`config.mk`:
```
export PLATFORM = sky130hd
export DESIGN_NAME = seq_framer_tx
export DESIGN_NICKNAME = d
export VERILOG_FILES = /design/src/rtl/seq_pkg.sv /design/src/rtl/seq_stuff_mon.sv /design/src/rtl/seq_framer_tx.sv
export SDC_FILE = /design/constraint.sdc
export NUM_CORES = 1
export LEC_CHECK = 0
export ABC_AREA = 1
export BUFFER_PORTS_ARGS = -buffer_cell sky130_fd_sc_hd__buf_2
export CORE_MARGIN = 4
export CORE_UTILIZATION = 30
export DETAILED_ROUTE_END_ITERATION = 10
export PLACE_DENSITY = 0.57
export SLEW_MARGIN = 20
export SYNTH_ARGS = -nofsm -noshare
export SYNTH_HDL_FRONTEND = slang
export SYNTH_SLANG_ARGS = --single-unit
```
`constraint.sdc`:
```
create_clock -name clk -period 1.4 [get_ports clk]
set_clock_uncertainty 0.15 [all_clocks]
set_input_delay 0.07 -clock clk [delete_from_list [all_inputs] [get_ports clk]]
set_output_delay 0.07 -clock clk [all_outputs]
set_load 0.005 [all_outputs]
```
`src/rtl/seq_pkg.sv`:
```
`default_nettype none
// +------------------------------------------------------------------+
// | seq_pkg : shared types and constants for the 11011 marker link   |
// | rev 1.0                                                          |
// +------------------------------------------------------------------+
package seq_pkg;

    typedef enum logic [2:0] {
        ST_IDLE  = 3'd0,
        ST_GUARD = 3'd1,
        ST_MARK  = 3'd2,
        ST_DATA  = 3'd3,
        ST_STUFF = 3'd4
    } state_t;

    localparam logic [4:0] MARKER    = 5'b11011;
    localparam int         MARK_LEN  = 5;
    // Seeing this tail means one more 1 would complete a marker.
    localparam logic [3:0] STUFF_PAT = 4'b1101;

endpackage
`default_nettype wire

```
`src/rtl/seq_stuff_mon.sv`:
```
`default_nettype none
// +------------------------------------------------------------------+
// | seq_stuff_mon : 4-bit line history and stuff request flag        |
// | rev 1.0                                                          |
// +------------------------------------------------------------------+
module seq_stuff_mon
    import seq_pkg::*;
(
    input  logic clk,
    input  logic reset_n,
    input  logic bit_i,
    output logic stuff_req_o
);

    logic [3:0] hist_q;

    always_ff @(posedge clk or negedge reset_n) begin
        if (!reset_n) begin
            hist_q <= '0;
        end else begin
            hist_q <= {hist_q[2:0], bit_i};
        end
    end

    assign stuff_req_o = (hist_q == STUFF_PAT);

endmodule
`default_nettype wire

```
`src/rtl/seq_framer_tx.sv`:
```
`default_nettype none
// +------------------------------------------------------------------+
// | seq_framer_tx : guard + 11011 marker + bit-stuffed payload TX    |
// | rev 1.0                                                          |
// +------------------------------------------------------------------+
module seq_framer_tx
    import seq_pkg::*;
#(
    parameter int DATA_W = 8,
    parameter int GUARD  = 2
) (
    input  logic              clk,
    input  logic              reset_n,
    input  logic [DATA_W-1:0] data_i,
    input  logic              valid_i,
    output logic              ready_o,
    output logic              tx_o,
    output logic              frame_o,
    output logic              busy_o
);

    localparam int CNT_MAX = (GUARD > MARK_LEN) ? GUARD : MARK_LEN;
    localparam int CNT_W   = $clog2(CNT_MAX);
    localparam int PAY_W   = (DATA_W > 1) ? $clog2(DATA_W) : 1;

    if (GUARD < 2) begin : g_guard_chk
        $error("seq_framer_tx: GUARD must be at least 2");
    end
    if (DATA_W < 1) begin : g_width_chk
        $error("seq_framer_tx: DATA_W must be at least 1");
    end

    state_t             state_q, state_d;
    logic [CNT_W-1:0]   cnt_q, cnt_d;
    logic [PAY_W-1:0]   pay_q, pay_d;
    logic [DATA_W-1:0]  shift_q, shift_d;
    logic               tx_q, tx_d;
    logic               frame_q, frame_d;
    logic               busy_q, busy_d;
    logic               ready_q, ready_d;
    logic               stuff_req;
    logic [2:0]         mark_idx;

    // The monitor tracks the bit about to be driven, so its history
    // always includes the bit on the line in the current cycle.
    seq_stuff_mon u_stuff_mon (
        .clk         (clk),
        .reset_n     (reset_n),
        .bit_i       (tx_d),
        .stuff_req_o (stuff_req)
    );

    always_ff @(posedge clk or negedge reset_n) begin
        if (!reset_n) begin
            state_q <= ST_IDLE;
            cnt_q   <= '0;
            pay_q   <= '0;
            shift_q <= '0;
            tx_q    <= 1'b0;
            frame_q <= 1'b0;
            busy_q  <= 1'b0;
            ready_q <= 1'b1;
        end else begin
            state_q <= state_d;
            cnt_q   <= cnt_d;
            pay_q   <= pay_d;
            shift_q <= shift_d;
            tx_q    <= tx_d;
            frame_q <= frame_d;
            busy_q  <= busy_d;
            ready_q <= ready_d;
        end
    end

    always_comb begin
        state_d = state_q;
        cnt_d   = cnt_q;
        pay_d   = pay_q;
        shift_d = shift_q;
        case (state_q)
            ST_IDLE: begin
                if (valid_i && ready_q) begin
                    state_d = ST_GUARD;
                    cnt_d   = '0;
                    pay_d   = '0;
                    shift_d = data_i;
                end
            end
            ST_GUARD: begin
                if (cnt_q == CNT_W'(GUARD - 1)) begin
                    state_d = ST_MARK;
                    cnt_d   = '0;
                end else begin
                    cnt_d = cnt_q + CNT_W'(1);
                end
            end
            ST_MARK: begin
                if (cnt_q == CNT_W'(MARK_LEN - 1)) begin
                    state_d = stuff_req ? ST_STUFF : ST_DATA;
                end else begin
                    cnt_d = cnt_q + CNT_W'(1);
                end
            end
            ST_DATA: begin
                shift_d = shift_q << 1;
                // A stuff pending after the last bit is dropped; the next
                // frame's guard zeros break the pattern instead.
                if (pay_q == PAY_W'(DATA_W - 1)) begin
                    state_d = ST_IDLE;
                end else begin
                    pay_d   = pay_q + PAY_W'(1);
                    state_d = stuff_req ? ST_STUFF : ST_DATA;
                end
            end
            ST_STUFF: begin
                state_d = ST_DATA;
            end
            default: begin
                state_d = ST_IDLE;
            end
        endcase
    end

    assign mark_idx = 3'(MARK_LEN - 1) - cnt_d[2:0];

    always_comb begin
        tx_d = 1'b0;
        case (state_d)
            ST_MARK: tx_d = MARKER[mark_idx];
            ST_DATA: tx_d = shift_d[DATA_W-1];
            default: tx_d = 1'b0;
        endcase
        frame_d = (state_d == ST_MARK) || (state_d == ST_DATA) || (state_d == ST_STUFF);
        busy_d  = (state_d != ST_IDLE);
        ready_d = (state_d == ST_IDLE);
    end

    assign tx_o    = tx_q;
    assign frame_o = frame_q;
    assign busy_o  = busy_q;
    assign ready_o = ready_q;

endmodule
`default_nettype wire
```
==> impl_metrics.csv <==
group,metric,value,unit
outcome,status,"complete, but fails checks",
outcome,violations,"setup timing",
floorplanning,dieArea,0.00525,sq mm
sta,slew_viol_final,0,
global_route,antenna_found_initial,0,
worst_setup_path,startpoint_type,"register",
layout,final_cells,254,
synthesis,syn_area_per_cell,8.71,sq um
cts,path_clk_slew,0.09,ns
pwr,power.density,2140,mW/mm^2
worst_setup_path,arrival,1.64,ns
min_path,hold_path.class,"primary input to async pin",
sta,whs,0.159,ns
global_route,grt_pass1_wl,5.37,mm
sta,grt_setup_unrepaired,"true",
worst_setup_path,cp-end-kind,"register",
route,post_drt_via_cell_ratio,4.73,
synthesis,ys_types,24,
floorplanning,rows,23,
synthesis,netlist_instances,143,
worst_setup_path,crit_type,"register to register",
route,post_drt_wl_per_cell,12.3,um
synthesis,async_flop_share,1.00,
sta,worst_slack,-0.233,ns
layout,syn_to_final_growth,65.9,%
cts,htree_levels,1,
sta,hold_violations,0,
worst_setup_path,worstRegToRegCells,6,
pwr,leakage,1.04,nW
synthesis,ys_seq_area_frac,0.483,
cts,clock_sinks,24,
place,dp_cells,229,
worst_setup_path,worstPathRequired,1.41,ns
layout,final-seq-area,607,sq um
worst_setup_path,path_cells,"ha_2, ha_4, nor2_4, a21oi_4, nand3_4, or2_1",
sta,final.setup.tns,-1.99,ns
layout,multi_input_area,791,sq um
route,drc,0,
worst_setup_path,r2r_start,"pay_q[1]$_DFFE_PN0P_",
place,routabilityCongestion,0.913,
place,dpl.hpwl,2.08,mm
global_route,overflow,0,
synthesis,synth_area_leader_cell,"dfrtp_1",
layout,final_nets,221,
floorplanning,die_h,72.5,um
route,routed_wirelength,3.12,mm
synthesis,synth_area_leaders,"dfrtp_1 (46%), nand2_1 (12%), nand3_1 (5.2%)",
cts,clk_latency,0.26,ns
worst_setup_path,slowest_delay,0.37,ns
route,firstDrtPassIters,4,
sta,fin_crit_sh,1.17,
floorplanning,start_util,0.312,
place,place_ws,-0.238,ns
sta,slew_headroom,0.652,
global_route,grt_usage,0.128,
sta,period_minus_slack,1.63,ns
worst_setup_path,worstPathMaxFanout,5,
synthesis,yosysMostFrequentCell,"nand2_1",
synthesis,ys.warnings.count,0,
sta,max_freq,0.613,GHz
floorplanning,dieWidth,72.5,um
sta,setup_violations,20,
cts,cts_tree,"yes",
synthesis,synth_top_area_frac,0.462,
route,drtIter0Drc,45,
layout,antenna_cells,0,
cts,cts_root_buffer,"clkbuf_8",
synthesis,synth_edf_count,0,
layout,drive_gt1_frac,0.578,
floorplanning,ios,15,
sta,worstMarginPinSlew,0.522,ns
route,vias,1201,
floorplanning,core,0.00400,sq mm
synthesis,synth-main-ff-cell,"dfrtp_1",
cts,numCtsBuffers,3,
place,port_buffers,14,
cts,cts_max_path_buffers,2,
worst_setup_path,slowest_stage,"dfrtp_1",
pwr,ir_drop,0.00144,V
route,ant_nets,0,
global_route,grt_pass1_vias,1235,
pwr,p_total,4.43,mW
worst_setup_path,worstReg2RegEnd,"frame_o$_DFF_PN0_",
worst_setup_path,r2r_setup_slack,-0.23,ns
synthesis,synth-seq-cells,24,
global_route,grt_max_degree,25,
synthesis,synth_common_cells,"nand2_1 (40), dfrtp_1 (23), inv_1 (17)",
synthesis,syn_nets,159,
layout,nFillCells,348,
synthesis,synth_area,0.00125,sq mm
flow_run,maxCapViolCount,0,
## layer usage
layer / up-vias / share of wire / global-route usage
met1: 587 / 0.42 / 0.154
met4: 0 / 0.0080 / 0.0184
li1: 593 / - / -
met5: - / 0 / 0
met3: 4 / 0.019 / 0.0235
met2: 17 / 0.55 / 0.242
## cell type report
| type | count | share of cell area |
|---|---|---|
| flip-flops and latches | 24 | 0.294 |
| inverters | 20 | 0.0400 |
| clock buffers | 3 | 0.0200 |
| multi-input cells | 99 | 0.383 |
| repair buffers | 57 | 0.219 |
| clock inverters | 1 | 0.0145 |
| well taps | 50 | 0.0303 |
## worst max-delay path: cells and delay by family (launching register included)
kind                       cells  cell delay, ns
and+or+nand+nor                3            0.42
adders and majority gates      2            0.36
DFF                            1            0.37
AOI/OAI and AO/OA              1            0.22
## where the power goes
group / switching, mW / total (mW) / leakage [nW] / internal, mW
Clock: 0.216 / 0.598 / 0.0357 / 0.382
Combinational: 1.29 / 2.57 / 0.704 / 1.28
Sequential: 0.266 / 1.26 / 0.300 / 0.996
## logic make-up (layout without fill, tap and decap cells)
kind of cell	count (synthesis)	in the layout	synth area share
and+or+nand+nor	77	77	0.301
AOI/OAI and AO/OA	17	17	0.103
buffers and inverters	20	81	0.0623
DFF	24	24	0.483
adders and majority gates	5	5	0.0502
## layout by cell type (no fill, tap or decap), types with 5 or more instances in the layout
cell	n
nand2_1	21
buf_6	10
a22oi_1	6
buf_2	14
buf_4	24
dfrtp_1	19
nor2_4	5
nand2_2	15
nor2_2	6
nand2_4	5
inv_1	9
inv_2	9
nand3_1	9
dlygate4sd3_1	9
## worst max-delay path by stage
stage	from	end	slack, ns	cells past startpoint
final	pay_q[1]$_DFFE_PN0P_	frame_o$_DFF_PN0_	-0.23	6
after floorplan	cnt_q[0]$_DFF_PN0_	frame_o$_DFF_PN0_	-0.10	8
after CTS	pay_q[0]$_DFFE_PN0P_	frame_o$_DFF_PN0_	-0.19	6
after global placement	cnt_q[0]$_DFF_PN0_	frame_o$_DFF_PN0_	-0.20	8
after global routing	cnt_q[0]$_DFF_PN0_	busy_o$_DFF_PN0_	-0.29	10
after detailed placement	cnt_q[0]$_DFF_PN0_	ready_o$_DFF_PN1_	-0.24	9
## registers in the layout, indices dropped and copies added, names as in the netlist
name and cells:
frame_o 1, pay_q 3, u_stuff_mon.hist_q 4, cnt_q 3
shift_q 8, busy_o 1, state_q 3, ready_o 1
## through the flow
stage               cell area, sq um  utilization
floorplan                       1270            -
global placement                1570        0.392
detailed placement              1570        0.392
CTS                             1930        0.483
global route                    2070        0.517
finish                          2070        0.517
## repair_timing
| action | CTS | global route |
|---|---|---|
| hold buffers | 9 | 0 |
| gates resized for setup | 41 | 30 |
| pin swaps | 20 | 12 |
| gates cloned | 0 | 0 |
| hold endpoints to repair | 31 | 0 |
| setup endpoints to repair | 21 | 21 |
| buffers inserted | 8 | 5 |
No activity file was read; power rests on OpenSTA's default activity.
